File: config.mk
export PLATFORM = sky130hd
export DESIGN_NAME = alu_op_sequencer
export DESIGN_NICKNAME = d
export VERILOG_FILES = /design/src/rtl/alu_ctrl_pkg.sv /design/src/rtl/alu_op_sequencer.sv
export SDC_FILE = /design/constraint.sdc
export NUM_CORES = 1
export LEC_CHECK = 0
export CORE_MARGIN = 4
export CORE_UTILIZATION = 45
export DETAILED_ROUTE_END_ITERATION = 6
export PLACE_DENSITY = 0.73
export SYNTH_ARGS = -nofsm -noshare
export SYNTH_HDL_FRONTEND = slang
export SYNTH_SLANG_ARGS = --single-unit
File: constraint.sdc
create_clock -name clk -period 5 [get_ports clk]
set_clock_uncertainty 0.2 [all_clocks]
set_input_delay 1.25 -clock clk [delete_from_list [all_inputs] [get_ports clk]]
set_output_delay 1.25 -clock clk [all_outputs]
set_load 0.02 [all_outputs]
File: src/rtl/alu_ctrl_pkg.sv
// alu_ctrl_pkg
// Shared definitions for the ALU operation sequencer:
//   - command op codes (ALU single pass, 8-bit add, 8-bit subtract, 4x4 multiply)
//   - select encodings understood by the team's 4-bit ALU
//   - the sequencer FSM state enum
package alu_ctrl_pkg;

  typedef enum logic [1:0] {
    OP_ALU  = 2'b00,
    OP_ADD8 = 2'b01,
    OP_SUB8 = 2'b10,
    OP_MUL  = 2'b11
  } op_e;

  // Arithmetic selects
  localparam logic [3:0] SEL_PASS = 4'b0000;  // x
  localparam logic [3:0] SEL_ADD  = 4'b0010;  // x + y
  localparam logic [3:0] SEL_ADDC = 4'b0011;  // x + y + 1
  localparam logic [3:0] SEL_SUBB = 4'b0100;  // x + ~y (subtract with borrow pending)
  localparam logic [3:0] SEL_SUB  = 4'b0101;  // x - y
  // Logic selects
  localparam logic [3:0] SEL_AND  = 4'b1000;
  localparam logic [3:0] SEL_OR   = 4'b1001;
  localparam logic [3:0] SEL_XOR  = 4'b1010;
  localparam logic [3:0] SEL_NOT  = 4'b1011;

  typedef enum logic [2:0] {
    ST_IDLE    = 3'd0,
    ST_EXEC_LO = 3'd1,
    ST_EXEC_HI = 3'd2,
    ST_MUL     = 3'd3,
    ST_RESP    = 3'd4
  } state_e;

endpackage

File: src/rtl/alu_op_sequencer.sv
// alu_op_sequencer
// Command-driven controller that steers an external 4-bit ALU through one or
// more passes to produce an 8-bit result. The ALU itself sits beside this block
// in the parent; all data arithmetic happens there.
//
// Ports:
//   clk, reset_n            clock (rising edge), asynchronous active-low reset
//   cmd_valid/cmd_ready     command handshake; ready only while idle
//   cmd_op, cmd_sel,        op code (ALU/ADD8/SUB8/MUL), ALU select for ALU op,
//   cmd_cin, cmd_a, cmd_b   carry-in for ADD8, 8-bit operands
//   rsp_valid/rsp_ready     response handshake
//   rsp_data, rsp_carry     8-bit result and final ALU carry (MUL: 0)
//   alu_x, alu_y, alu_sel   drive to the ALU (zero when not executing)
//   alu_out, alu_cout       result back from the ALU
module alu_op_sequencer
  import alu_ctrl_pkg::*;
#(
  parameter int DW = 4
) (
  input  logic            clk,
  input  logic            reset_n,
  input  logic            cmd_valid,
  output logic            cmd_ready,
  input  logic [1:0]      cmd_op,
  input  logic [3:0]      cmd_sel,
  input  logic            cmd_cin,
  input  logic [2*DW-1:0] cmd_a,
  input  logic [2*DW-1:0] cmd_b,
  output logic            rsp_valid,
  input  logic            rsp_ready,
  output logic [2*DW-1:0] rsp_data,
  output logic            rsp_carry,
  output logic [DW-1:0]   alu_x,
  output logic [DW-1:0]   alu_y,
  output logic [3:0]      alu_sel,
  input  logic [DW-1:0]   alu_out,
  input  logic            alu_cout
);

  state_e            state_q, state_d;
  op_e               op_q, op_d;
  logic [3:0]        sel_q, sel_d;
  logic              cin_q, cin_d;
  logic [2*DW-1:0]   a_q, a_d;
  logic [2*DW-1:0]   b_q, b_d;
  logic [DW-1:0]     lo_q, lo_d;
  logic              c_q, c_d;
  logic [DW-1:0]     acc_hi_q, acc_hi_d;
  logic [DW-1:0]     acc_lo_q, acc_lo_d;
  logic [1:0]        cnt_q, cnt_d;
  logic [2*DW-1:0]   rsp_data_q, rsp_data_d;
  logic              rsp_carry_q, rsp_carry_d;

  // Shift-add step: the ALU adds the multiplicand into the upper half only
  // when the current multiplier bit is set, then the whole accumulator
  // shifts right by one, pulling the carry in at the top.
  logic [2*DW-1:0]   mul_next;

  always_ff @(posedge clk or negedge reset_n) begin
    if (!reset_n) begin
      state_q     <= ST_IDLE;
      op_q        <= OP_ALU;
      sel_q       <= '0;
      cin_q       <= 1'b0;
      a_q         <= '0;
      b_q         <= '0;
      lo_q        <= '0;
      c_q         <= 1'b0;
      acc_hi_q    <= '0;
      acc_lo_q    <= '0;
      cnt_q       <= '0;
      rsp_data_q  <= '0;
      rsp_carry_q <= 1'b0;
    end else begin
      state_q     <= state_d;
      op_q        <= op_d;
      sel_q       <= sel_d;
      cin_q       <= cin_d;
      a_q         <= a_d;
      b_q         <= b_d;
      lo_q        <= lo_d;
      c_q         <= c_d;
      acc_hi_q    <= acc_hi_d;
      acc_lo_q    <= acc_lo_d;
      cnt_q       <= cnt_d;
      rsp_data_q  <= rsp_data_d;
      rsp_carry_q <= rsp_carry_d;
    end
  end

  always_comb begin
    state_d     = state_q;
    op_d        = op_q;
    sel_d       = sel_q;
    cin_d       = cin_q;
    a_d         = a_q;
    b_d         = b_q;
    lo_d        = lo_q;
    c_d         = c_q;
    acc_hi_d    = acc_hi_q;
    acc_lo_d    = acc_lo_q;
    cnt_d       = cnt_q;
    rsp_data_d  = rsp_data_q;
    rsp_carry_d = rsp_carry_q;
    cmd_ready   = 1'b0;
    alu_x       = '0;
    alu_y       = '0;
    alu_sel     = SEL_PASS;
    mul_next    = {alu_cout & acc_lo_q[0], alu_out, acc_lo_q[DW-1:1]};

    case (state_q)
      ST_IDLE: begin
        cmd_ready = 1'b1;
        if (cmd_valid) begin
          op_d  = op_e'(cmd_op);
          sel_d = cmd_sel;
          cin_d = cmd_cin;
          a_d   = cmd_a;
          b_d   = cmd_b;
          if (op_e'(cmd_op) == OP_MUL) begin
            acc_hi_d = '0;
            acc_lo_d = cmd_a[DW-1:0];
            cnt_d    = '0;
            state_d  = ST_MUL;
          end else begin
            state_d  = ST_EXEC_LO;
          end
        end
      end

      ST_EXEC_LO: begin
        alu_x = a_q[DW-1:0];
        alu_y = b_q[DW-1:0];
        case (op_q)
          OP_ALU:  alu_sel = sel_q;
          OP_ADD8: alu_sel = {SEL_ADD[3:1], cin_q};
          OP_SUB8: alu_sel = SEL_SUB;
          default: alu_sel = SEL_PASS;
        endcase
        lo_d = alu_out;
        c_d  = alu_cout;
        if (op_q == OP_ALU) begin
          rsp_data_d  = {{DW{1'b0}}, alu_out};
          rsp_carry_d = alu_cout;
          state_d     = ST_RESP;
        end else begin
          state_d     = ST_EXEC_HI;
        end
      end

      ST_EXEC_HI: begin
        // The low-nibble carry chains into the high pass; for subtract a
        // carry of 1 means no borrow, so x-y, otherwise x+~y.
        alu_x = a_q[2*DW-1:DW];
        alu_y = b_q[2*DW-1:DW];
        if (op_q == OP_SUB8) begin
          alu_sel = {SEL_SUBB[3:1], c_q};
        end else begin
          alu_sel = {SEL_ADD[3:1], c_q};
        end
        rsp_data_d  = {alu_out, lo_q};
        rsp_carry_d = alu_cout;
        state_d     = ST_RESP;
      end

      ST_MUL: begin
        alu_x = acc_hi_q;
        alu_y = b_q[DW-1:0];
        alu_sel = acc_lo_q[0] ? SEL_ADD : SEL_PASS;
        {acc_hi_d, acc_lo_d} = mul_next;
        cnt_d = cnt_q + 2'd1;
        if (cnt_q == 2'd3) begin
          rsp_data_d  = mul_next;
          rsp_carry_d = 1'b0;
          state_d     = ST_RESP;
        end
      end

      ST_RESP: begin
        if (rsp_ready) begin
          state_d = ST_IDLE;
        end
      end

      default: begin
        state_d = ST_IDLE;
      end
    endcase
  end

  assign rsp_valid = (state_q == ST_RESP);
  assign rsp_data  = rsp_data_q;
  assign rsp_carry = rsp_carry_q;

endmodule

# == Word-level counts from Yosys, hierarchy flattened ==
# Cells that the tools add are included.
# op_classes
n_reduce_logical,9
bitwise,1
n_div,0
shifts,0
eq_ne,13
n_mul,0
order_cmp,0
add_sub_neg,1
n_mux,28
# ops
cell,count
one-hot mux 4 bit (3 select lines),3
one-hot mux 4 bit (2 select lines),3
one-hot mux 8 bit (3 select lines),1
2-to-1 mux 4 bit,4
2-to-1 mux 8 bit,2
2-to-1 mux 3 bit,5
one-hot mux 3 bit (5 select lines),1
AND reduction 3 bit,3
2-to-1 mux 2 bit,4
"!= test 2 bit, second input constant",4
"== test 2 bit, second input constant",3
"== test 3 x 2 -> 1 bit, second input constant",2
one-hot mux 2 bit (2 select lines),1
"== test 3 x 1 -> 1 bit, second input constant",1
"== test 3 bit, second input constant",1
logical NOT 3 bit,1
2-to-1 mux 1 bit,3
one-hot mux 1 bit (3 select lines),1
nonzero test 3 bit,1
"adder 2 x 1 -> 2 bit, second input constant",1
"== test 2 x 1 -> 1 bit, second input constant",1
logical NOT 2 bit,1
"!= test 2 x 1 -> 1 bit, second input constant",1
AND reduction 2 bit,1
3 further kinds,3
# word_totals
reg_bits,50
memories,0
inputBits,32
latch_bits,0
ramBits,0
word_cells,65
rom_bits,0

# == Logic depth before layout (Yosys ltp) ==
# depth
depth_word,4
mapped_depth,6

# == Worst setup path after synthesis ==
# OpenSTA, ideal clock, no wires.
# synth_path
path_type,reg-to-output
start,register state_q[2]
end,output alu_sel[1]
path_stages_with_launch,5
arrival_ps,1692
path_buffers,1
slack_ps,1858
path_cell_list,dfrtp_1 buf_2 nor3_1 o21ai_0 a22oi_1
# synth_between
elab_chain_cells,2
elab_cells_between_ends,4
# synth_lines
item,line_no,rtl
from (decl),alu_op_sequencer.sv:40,"state_e state_q, state_d;"
from (signal assigned),alu_op_sequencer.sv:75,state_q <= state_d;
== test 3 x 2 -> 1 bit / == test 3 x 1 -> 1 bit (equally long branches),alu_op_sequencer.sv:111,case (state_q)
one-hot mux 4 bit (3 select lines) *,alu_op_sequencer.sv:111,
to (decl),alu_op_sequencer.sv:35,"output logic [3:0] alu_sel,"
# Every way passes the cells marked *; elsewhere a longest branch is shown, timed or not.

# == Final worst setup path ==
# layout_path
start,register state_q[0]
end,output alu_sel[1]
# Same word-level chain as after synthesis.

==> metrics.txt <==
status=finished, final reports clean; final WL=5430 um; r2r endpoint=b_q[0]; Routed Antenna Nets=0; Core ar.=5110 um2; synth-to-layout area growth=30.6%; maxcap violations=0; Residual DRC=0; Comb power frac=43.1%; Crit path arrival time=2720 ps; sequential fraction of the synthesis area=52.5%; Slew HR=26.8%; pin count of the biggest net entering global routing=51; Worst Hold Class=reg2reg; IO Port Bufs=54; hold_buf cts=0; PwrDens=629 nW/um2; drt wl/cell=16.3 um; GPL Wtd Cong=0.825; die extent in x=80.8 um; worst hold path depth=1; post-synth top area cell=dfrtp_1; Critical path destination=alu_sel[1]; CP endpoint kind=primary output; worst hold margin=305 ps; YS warnings=0; Hold Vio Cnt, Final=0; commonest non-fill, non-tap cell in the layout=clkdlybuf4s50_1; ys flop type=dfrtp_1; initial core utilization=46.7%; GRT Total Usage=17.6%; Min Clock Period, post-route=4170 ps; initial antenna violation count=0; synth top area cells=dfrtp_1, mux2_2, nand2_1; leakage=0.00132 uW; Clock Sinks=50; DPL Wire Length=3930 um; first-pass GRT wire length=8800 um; reg2reg start=state_q[2]; io pins=55; Antenna diodes=0; grt ovf=0; vias in the first global route=1765; post-synth top area share=52.5%; Vias/cell=5.36; synthesized area=2380 um2; Row Count=26; CTS resizes=0; CP Cell Sequence=inv_1 -> nor3_1 -> buf_4 -> o21ai_0 -> a22oi_1 -> clkdlybuf4s50_1; EDFF count, synth=0; clock root buffer=clkbuf_8; final net count=294; count of cell types in the netlist=35; Detailed Routing Iterations Pass 1=4; Critical Path Fanout Max=16; CTS tree=done; share of layout cells above drive strength 1=20.6%; commonest non-fill, non-tap cells in the layout=clkdlybuf4s50_1, dfrtp_1, mux2_2, nand2_1, nor2_1; Flop pwr share=39.2%; Clock Tree Buf Depth=2; Worst EP required=3550 ps; setup_tns=0 ps; clock slew at the register clock pins of the worst setup and hold paths=90 ps; clock group share of total power=17.7%; syn nets=241; insertion delay to the later sink of the worst-skew pair=300 ps; Die ar.=6530 um2; Worst-Margin Slew=1100 ps; peak supply drop=0.282 mV; switching part of the total=35.0%; Die Ht=80.8 um; Cells after Synth=208; Via Count=1778; fin crit share=83.5%; Startpoint Class=register; Avg Cell Area, Syn=11.5 um2; async set-reset flop share out of synthesis=100%; Critical Path Max Stage Delay=810 ps; Clock H-tree levels=2; cts bufs inserted=5; Setup crit start=state_q[0]; Max Clk Rate=240 MHz; Worst Reg2Reg Path Length in Cells=3; Net Sw Power=685 uW; DR iter-0 viols=128; post-CTS setup repair buffer count=0; RSZ-0062 raised after global routing=no; Crit-path slowest cell=dfrtp_1; endpoints failing setup=0; Synth Register Bits=50; Power Internal=1270 uW; fin. max-slew vios=0; r2r setup slk=2390 ps; critical path class=reg2out
[Yosys cell counts, drive strengths merged (4+ instances only)]
cell   number
a22oi       9
buf         8
nor2       19
mux2       38
a21oi       4
inv         5
o21ai      11
nand2      22
a22o        4
a31oi       5
mux2i       8
dfrtp      50
[how the worst min path moves through the flow]
stage | from | endpoint
floorplan | acc_hi_q[3] | acc_hi_q[3]
global placement | cnt_q[0] | cnt_q[0]
detailed placement | acc_hi_q[2] | acc_hi_q[2]
CTS | sel_q[3] | sel_q[3]
global route | cnt_q[0] | cnt_q[0]
finish | sel_q[3] | sel_q[3]
[critical path, delay by kind of cell, from the launching register on]
family | cells | cell delay [ps]
buf+inv | 3 | 1070
flops | 1 | 810
compound gates | 2 | 320
simple gates | 1 | 220
[state kept, by name, indices dropped and copies added (netlist names), 3 cells and up]
| register | cells |
|---|---|
| a_q | 8 |
| acc_lo_q | 4 |
| acc_hi_q | 4 |
| rsp_data | 8 |
| lo_q | 4 |
| sel_q | 4 |
| b_q | 8 |
| state_q | 3 |
[kinds of logic (layout without fill, tap and decap cells)]
group / count (synthesis) / count (layout) / share of synthesized area (%)
DFF: 50 / 50 / 52.5
and+or+nand+nor: 54 / 54 / 10.6
muxes: 46 / 46 / 21.3
adders and majority gates: 1 / 1 / 0.525
AOI/OAI and AO/OA: 41 / 41 / 11.9
buffers and inverters: 16 / 70 / 3.25
[routing by layer]
layer / up-vias / global-route usage (%) / share of wire (%)
met5: - / 0 / 0
li1: 850 / - / -
met3: 8 / 3.10 / 3.4
met2: 40 / 28.9 / 48
met4: 0 / 5.57 / 1.6
met1: 880 / 23.8 / 47
[layout make-up]
class,instances,area [um2]
fill,447,1990
sequential,50,1250
multi-input combinational,142,1050
timing repair buffer,57,558
tap,70,87.6
clock buffer,6,82.6
clock inverter,2,60.1
inverter,5,18.8
[per-stage QoR]
stage / utilization [%] / std cells / total power (uW) / cell area, um2 / worst slack [ps]
finish: 61.0 / 332 / 1960 / 3110 / 827
floorplan: - / 208 / 1310 / 2380 / 1860
CTS: 61.0 / 332 / 1970 / 3110 / 822
detailed placement: 58.2 / 324 / 1620 / 2970 / 1220
global placement: 58.2 / 324 / 1610 / 2970 / 1300
global route: 61.0 / 332 / 2090 / 3110 / 697
[power groups by stage]
stage	registers (uW)	clock network (uW)	logic (uW)
global route	798	370	919
detailed placement	776	0	846
finish	768	346	844
CTS	769	351	854
floorplan	732	0	575
global placement	773	0	832
Note: power is estimated with default switching activity, not from simulation.
